### src/rtl/iwt_unsquash.sv
// -----------------------------------------------------------------------------
// iwt_unsquash
//   Inverse of a one-level integer (lifting) Haar transform. Each accepted
//   coefficient pair (L, H) is turned back into two samples, emitted as the
//   even sample first and then the odd sample, one per cycle:
//       even = L - (H >> 1)      odd = H + even      (all modulo 2^W)
//   A frame is PAIRS pairs; out_last marks its final (odd) sample.
//
// Ports
//   clk        single clock, rising edge
//   rst        synchronous, active-high reset
//   in_valid   in_L/in_H hold a coefficient pair
//   in_ready   a pair is accepted this cycle when in_valid is also high
//   in_L       low-band coefficient  (W bits)
//   in_H       high-band coefficient (W bits)
//   out_valid  out_data holds a reconstructed sample
//   out_ready  downstream takes out_data this cycle
//   out_data   reconstructed sample (W bits), even first then odd
//   out_last   high on the last sample of a frame
// -----------------------------------------------------------------------------
module iwt_unsquash #(
    parameter int PAIRS = 32,
    parameter int W     = 8
) (
    input  logic         clk,
    input  logic         rst,
    input  logic         in_valid,
    output logic         in_ready,
    input  logic [W-1:0] in_L,
    input  logic [W-1:0] in_H,
    output logic         out_valid,
    input  logic         out_ready,
    output logic [W-1:0] out_data,
    output logic         out_last
);

    // A one-pair frame still needs a 1-bit counter to keep the logic legal.
    localparam int CW = (PAIRS > 1) ? $clog2(PAIRS) : 1;
    localparam logic [CW-1:0] LAST_PAIR = CW'(PAIRS - 1);

    typedef enum logic [1:0] {
        EMPTY = 2'd0,
        EVEN  = 2'd1,
        ODD   = 2'd2
    } state_t;

    state_t        state_q, state_d;
    logic [W-1:0]  even_q, even_d;
    logic [W-1:0]  odd_q, odd_d;
    logic [CW-1:0] cnt_q, cnt_d;
    logic          out_valid_q, out_valid_d;
    logic          out_last_q, out_last_d;
    logic [W-1:0]  out_data_q, out_data_d;

    logic [W-1:0]  rec_even;
    logic [W-1:0]  rec_odd;
    logic          pair_xfer;
    logic          samp_xfer;

    // Reconstruction of the incoming pair; only used when a pair transfers.
    assign rec_even = in_L - (in_H >> 1);
    assign rec_odd  = in_H + rec_even;

    // ODD can take the next pair in the same cycle its odd sample leaves,
    // which is what keeps the output stream gap-free.
    assign in_ready  = (state_q == EMPTY) || ((state_q == ODD) && out_ready);
    assign pair_xfer = in_valid && in_ready;
    assign samp_xfer = (state_q != EMPTY) && out_ready;

    always_comb begin
        state_d = state_q;
        even_d  = even_q;
        odd_d   = odd_q;
        cnt_d   = cnt_q;

        unique case (state_q)
            EMPTY: begin
                if (pair_xfer) begin
                    even_d  = rec_even;
                    odd_d   = rec_odd;
                    state_d = EVEN;
                end
            end
            EVEN: begin
                if (samp_xfer) begin
                    state_d = ODD;
                end
            end
            ODD: begin
                if (samp_xfer) begin
                    // Counter tracks completed pairs within the frame.
                    cnt_d = (cnt_q == LAST_PAIR) ? '0 : cnt_q + CW'(1);
                    if (pair_xfer) begin
                        even_d  = rec_even;
                        odd_d   = rec_odd;
                        state_d = EVEN;
                    end else begin
                        state_d = EMPTY;
                    end
                end
            end
            default: begin
                state_d = EMPTY;
            end
        endcase

        // Outputs are registered from the next-state view so they change
        // only on a clock edge and never see in_* combinationally.
        out_valid_d = (state_d != EMPTY);
        out_last_d  = (state_d == ODD) && (cnt_d == LAST_PAIR);
        out_data_d  = (state_d == ODD) ? odd_d : even_d;
    end

    always_ff @(posedge clk) begin
        if (rst) begin
            state_q     <= EMPTY;
            even_q      <= '0;
            odd_q       <= '0;
            cnt_q       <= '0;
            out_valid_q <= 1'b0;
            out_last_q  <= 1'b0;
            out_data_q  <= '0;
        end else begin
            state_q     <= state_d;
            even_q      <= even_d;
            odd_q       <= odd_d;
            cnt_q       <= cnt_d;
            out_valid_q <= out_valid_d;
            out_last_q  <= out_last_d;
            out_data_q  <= out_data_d;
        end
    end

    assign out_valid = out_valid_q;
    assign out_last  = out_last_q;
    assign out_data  = out_data_q;

endmodule

### config.mk
export PLATFORM = sky130hd
export DESIGN_NAME = iwt_unsquash
export DESIGN_NICKNAME = d
export VERILOG_FILES = /design/src/rtl/iwt_unsquash.sv
export SDC_FILE = /design/constraint.sdc
export NUM_CORES = 1
export LEC_CHECK = 0
export ABC_AREA = 1
export ABC_CLOCK_PERIOD_IN_PS = 3500
export CELL_PAD_IN_SITES_DETAIL_PLACEMENT = 1
export CELL_PAD_IN_SITES_GLOBAL_PLACEMENT = 2
export CORE_UTILIZATION = 31
export CTS_BUF_LIST = sky130_fd_sc_hd__clkbuf_2 sky130_fd_sc_hd__clkbuf_4 sky130_fd_sc_hd__clkbuf_8
export DETAILED_ROUTE_END_ITERATION = 10
export HOLD_SLACK_MARGIN = 0.08
export PLACE_DENSITY_LB_ADDON = 0.3
export SLEW_MARGIN = 0
export SYNTH_ARGS = -nofsm -noshare
export SYNTH_HDL_FRONTEND = slang
export SYNTH_SLANG_ARGS = --single-unit
export TNS_END_PERCENT = 10
### constraint.sdc
create_clock -name clk -period 3.5 [get_ports clk]
set_input_delay 0.7 -clock clk [delete_from_list [all_inputs] [get_ports clk]]
set_output_delay 0.7 -clock clk [all_outputs]
set_load 0.02 [all_outputs]
==> flow_summary.ini, run 1 <==
[setup_path]
arrival_ps = 3360
critPathBufInv = 3
slowest_stage = clkdlybuf4s50_1
crit_path_max_fanout = 3
crit_path_end_kind = flip-flop
crit_path_start_kind = input port
crit_chain = clkdlybuf4s50_1 > ha_1 > inv_1 > fa_2 > nand3_1 > nand2_1 > nand2_1 > nand2_1 > a21oi_2 > or2_1 > nand2_1 > ha_1 > a21o_1 > a21oi_1 > nand2_1 > inv_1 > nand3_1 > nand2_1 > nand2_1 > nand2_1 > nor2_1
path_class = input port to flip-flop
slowest_delay_ps = 480
crit_top_cell = nand2_1
cp_data_required_time_ps = 3650
cp_top_family = simple AND/OR/NAND/NOR gates

[cts]
cts_tree = yes
cts_root_buf = clkbuf_8
htree_levels = 2
numCtsBuffers = 5
clkSinkCount = 33
clk_latency_ps = 280
ctsHoldBuffers = 0
path_clk_slew_ps = 70
max-clock-path-buffers = 2

[timing]
finalCritPeriodShare = 0.916
drv_slew = 0
skew_ps = 6.82
layout_min_cycle_time_ps = 3210
max_freq_ghz = 0.312
setup_viol = 0
slew-limit-headroom = 0.671
hold_viol = 0
whs_ps = 475
tightest_slew_ps = 491
rsz0062_at_grt = false

[floorplan]
io_pins = 31
fp.dieH_um = 80.2
die_w_um = 80.2
initial_utilization = 0.320
dieArea_um2 = 6430
rows = 28
core_region_area_um2 = 5920

[layout]
num-fill-cells = 738
final_nets = 336
syn2layout_area_growth_pct = 30.0
drive_above_1_share = 0.144
layout_commonest_cell = nand2_1
ff_latch_area_um2 = 661
insertedDiodeCount = 0
fin_area_um2 = 2460
most-common-layout-cells = nand2_1 (52), nor2_1 (33), dfxtp_1 (33)
multi_input_area_um2 = 1100

[route]
drt-total-wl_um = 4440
viasPerCell = 4.72
postRouteAntennaNets = 0
via_count = 1764
post_drt_wl_per_cell_um = 11.9
dr.pass1.iters = 4
drc = 0
drt-initial-drc-count = 55

[power_and_ir_drop]
p_seq_frac = 0.363
ir_worst_vdd_mv = 0.258
power_switching_share = 0.309
power.internal_uw = 817
powerDensity_nw_per_um2 = 479
combPwrFrac = 0.320
p_leak_uw = 0.00116
p_clk_frac = 0.317
p_sw_uw = 365

[synth]
syn_inst = 255
synthArstFlopShare = 0
synth_cell_types = 35
synth_warnings = 0
avgSynthCellArea_um2 = 7.43
synth_seq_cells = 33
synth_fp_nets = 293
synth_edf_count = 0
netlist_area_um2 = 1900
yosysSeqAreaShare = 0.349
ys.flop_type = dfxtp_1

[placed_design]
hpwl_um = 3570
gp_congestion = 0.748
place_area_um2 = 2340
io_buffers = 30

[grt]
grt_usage = 0.155
grt_pass1_wl_um = 7710
antenna_found_initial = 0
overflow = 0
first_global_vias = 1789
grt_max_degree = 27

[worst_hold_path]
hp-class = flip-flop to flip-flop

[flow_run]
maxCapViolations = 0

[status]
status = complete, no violations
[flip-flops by register name, indices dropped and copies added, names as in the netlist]
signal / cells
odd_q: 8
out_last: 1
out_data: 8
state_q: 2
cnt_q: 5
out_valid: 1
even_q: 8
[synthesized netlist by cell type (2+ instances only)]
master	instances	area share
nor2_2	2	0.0066
nand2_1	52	0.10
o21ai_2	2	0.0092
o21ai_0	9	0.024
dfxtp_1	33	0.35
xor2_1	5	0.023
or2_2	5	0.017
inv_2	3	0.0059
a21oi_2	3	0.014
nor2_4	2	0.012
nand2_2	3	0.0099
or2_1	3	0.0099
clkbuf_1	2	0.0040
ha_1	16	0.11
nand3_1	21	0.055
o21ai_1	4	0.011
fa_1	2	0.021
o22ai_1	4	0.013
mux2i_1	2	0.011
nor2_1	33	0.065
a21oi_1	9	0.024
inv_1	27	0.053
[stage by stage]
step                 util  power [µW]  setup TNS (ps)  cells  setup slack (ps)
floorplan               -         682               0    255               592
global placement    0.395         811               0    366              7.18
detailed placement  0.395         819            -203    366             -74.3
CTS                 0.415        1200               0    374               202
global route        0.416        1270               0    374              23.3
finish              0.416        1180               0    374               295
[path summary, 6_finish.rpt]
check	startpoint	to	slack, ps	depth (start not counted)
setup / recovery	in_H[1]	odd_q[7]	290	21
hold / removal	even_q[3]	even_q[3]	470	2
setup reg to reg	cnt_q[0]	out_last	1890	9
hold reg to reg	even_q[3]	even_q[3]	470	2
[worst min-delay path, stage by stage (launching register included)]
cell     delay [ps]
dfxtp_1         300
nand2_1          50
a21oi_1          70
[area by class of cell]
| type | instances | area share |
|---|---|---|
| multi-input combinational | 187 | 0.445 |
| sequential | 33 | 0.268 |
| timing repair buffer | 40 | 0.152 |
| inverter | 31 | 0.0482 |
| tap | 75 | 0.0381 |
| clock buffer | 6 | 0.0335 |
| clock inverter | 2 | 0.0152 |
[per-layer routing]
layer / up-vias / part of all wire / GRT usage
li1: 908 / - / -
met5: - / 0 / 0
met3: 0 / 0.039 / 0.0386
met1: 828 / 0.48 / 0.193
met4: 0 / 0 / 0.0375
met2: 28 / 0.48 / 0.268
[cells by family (layout without fill, tap and decap cells)]
family,Yosys count,count (layout),synth area share
AND/OR/NAND/NOR,124,124,0.290
AO/OA/AOI/OAI,37,37,0.119
flip-flops,33,33,0.349
buffers and inverters,35,79,0.0766
adder cells (fa/ha/maj),18,18,0.127
multiplexers,2,2,0.0106
XOR/XNOR,6,6,0.0277
[power by group through the flow]
stage / clock network, µW / registers (µW) / logic [µW]
global placement: 0 / 436 / 375
detailed placement: 0 / 437 / 382
finish: 375 / 429 / 378
CTS: 384 / 429 / 385
global route: 405 / 433 / 431
floorplan: 0 / 453 / 229
[timing repair]
item,CTS,global route
resized for setup,0,2
buffers inserted,0,0
setup endpoints to repair,0,2
Power figures use the tool's default switching activity.
==> run 2, diff against run 1 <==
Settings changed: CORE_ASPECT_RATIO set to 1.2, HOLD_SLACK_MARGIN 0.08 to 0.03.
==> run 2 against run 1 <==
- clock power up 12%
- final cell count up 1.3%
- register-to-register slack got worse by 90 ps
- die area barely moved
- global-route usage fell by 0.25 points
- sequential share of layout area decreased by 0.15 points
- via count is 2.0% lower
- first-iteration DRC count fell by 36%
- wire length hardly changed
- largest cell class unchanged
- largest power group unchanged
==> flow_summary.ini, run 2 (synthesis results as in run 1) <==
[worst_hold_path]
min_to = even_q[3]
min-delay-start = even_q[3]
hp-class = flip-flop to flip-flop
holdPathStages = 2

[layout]
final_cells = 379
num-fill-cells = 737
layout_commonest_cell = nand2_1
most-common-layout-cells = nand2_1 (52), nor2_1 (33), dfxtp_1 (33)
syn2layout_area_growth_pct = 30.8
final_nets = 336
insertedDiodeCount = 0
drive_above_1_share = 0.137

[timing]
max_freq_ghz = 0.308
finalWorstSetupSlack_ps = 255
rsz0062_at_grt = false
whs_ps = 476
setup_viol = 0
finalCritPeriodShare = 0.927
slew-limit-headroom = 0.679
hold_viol = 0
tightest_slew_ps = 469
layout_min_cycle_time_ps = 3240
fin_tns_setup_ps = 0
drv_slew = 0
skew_ps = 3.41

[placed_design]
gp_congestion = 0.777
dp_cells = 371
hpwl_um = 3550
dp_slack_ps = -83.1
io_buffers = 30

[floorplan]
initial_utilization = 0.328
die_w_um = 73.4
dieArea_um2 = 6430
fp.dieH_um = 87.7
io_pins = 31
rows = 30
core_region_area_um2 = 5780

[route]
postRouteAntennaNets = 0
viasPerCell = 4.56
drt-total-wl_um = 4450
drc = 0
via_count = 1729
post_drt_wl_per_cell_um = 11.7
dr.pass1.iters = 4
drt-initial-drc-count = 35

[grt]
first_global_vias = 1772
grt_pass1_wl_um = 7770
overflow = 0
antenna_found_initial = 0
grt_usage = 0.153
grt_max_degree = 27

[power_and_ir_drop]
powerDensity_nw_per_um2 = 495
totalPowerFinal_uw = 1230
ir_worst_vdd_mv = 0.341
p_leak_uw = 0.00117

[cts]
clk_latency_ps = 280
max-clock-path-buffers = 2
cts_root_buf = clkbuf_8
clkSinkCount = 33
path_clk_slew_ps = 70
post-cts-setup-buffers = 0
cts_tree = yes
numCtsBuffers = 5
htree_levels = 2
ctsHoldBuffers = 0
cts_resized = 0

[setup_path]
crit_path_end_kind = flip-flop
arrival_ps = 3400
reg2reg_from = cnt_q[0]
crit_path_start_kind = input port
cp_data_required_time_ps = 3650
r2r-end = out_last
crit_path_max_fanout = 4
regToRegSetupSlack_ps = 1800
path_class = input port to flip-flop
reg2regPathDepth = 9

[flow_run]
maxCapViolations = 0

[status]
status = complete, no violations
==> run 2: changes by cell type in the layout (fill, tap and decap cells not counted) <==
cell,previous run,this run
fa_1,1,2
a21oi_1,8,9
clkinv_2,0,1
fa_2,1,0
clkinvlp_4,1,0
a21oi_2,4,3
clkbuf_8,6,5
bufinv_16,1,2
==> run 2: how the worst max path moves through the flow <==
stage            start           to  slack (ps)  depth (start not counted)
2_1_floorplan  in_L[0]  out_data[7]         590                         21
3_3_place_gp   in_H[1]     odd_q[7]          20                         21
3_5_place_dp   in_H[1]  out_data[7]         -80                         21
4_1_cts        in_H[1]     odd_q[7]         220                         21
5_1_grt        in_H[1]     odd_q[7]           1                         22
6_report       in_H[1]     odd_q[7]         260                         21
==> run 2: per-stage QoR <==
step,area (µm²),utilization
after global placement,2340,0.406
final,2480,0.429
after CTS,2480,0.429
after global routing,2480,0.429
after detailed placement,2340,0.406
after floorplan,1900,-
==> run 2: area by class of cell <==
type                    count  area [µm²]  area share
flip-flops and latches     33         661       0.267
clock inverters             3        65.1      0.0262
clock buffers               5        68.8      0.0278
well taps                  80         100      0.0404
repair buffers             40         375       0.151
multi-input cells         187        1090       0.440
inverters                  31         119      0.0480
==> run 2: critical path, stage by stage <==
cell	delay, ps
clkdlybuf4s50_1	480
ha_1	140
inv_1	60
fa_1	390
nand3_1	80
nand2_1	70
nand2_1	60
nand2_1	50
a21oi_1	140
or2_1	140
nand2_1	60
ha_1	310
a21o_1	180
a21oi_1	110
nand2_1	80
inv_1	60
nand3_1	60
nand2_1	60
nand2_1	60
nand2_1	70
nor2_1	40
==> run 2: report_power, final <==
| group | leakage (µW) | internal, µW | switching (µW) |
|---|---|---|---|
| sequential | 0.000272 | 415 | 11.7 |
| combinational | 0.000828 | 171 | 208 |
| clock | 0.0000681 | 283 | 138 |
| total | 0.00117 | 869 | 358 |
==> run 2: per-layer routing <==
layer	track usage	share of wire	up-vias	wire length, µm
met3	0.0207	0.023	5	104
met4	0.0367	0.010	0	46
li1	-	-	906	-
met2	0.288	0.52	22	2300
met5	0	0	-	0
met1	0.181	0.45	796	2000
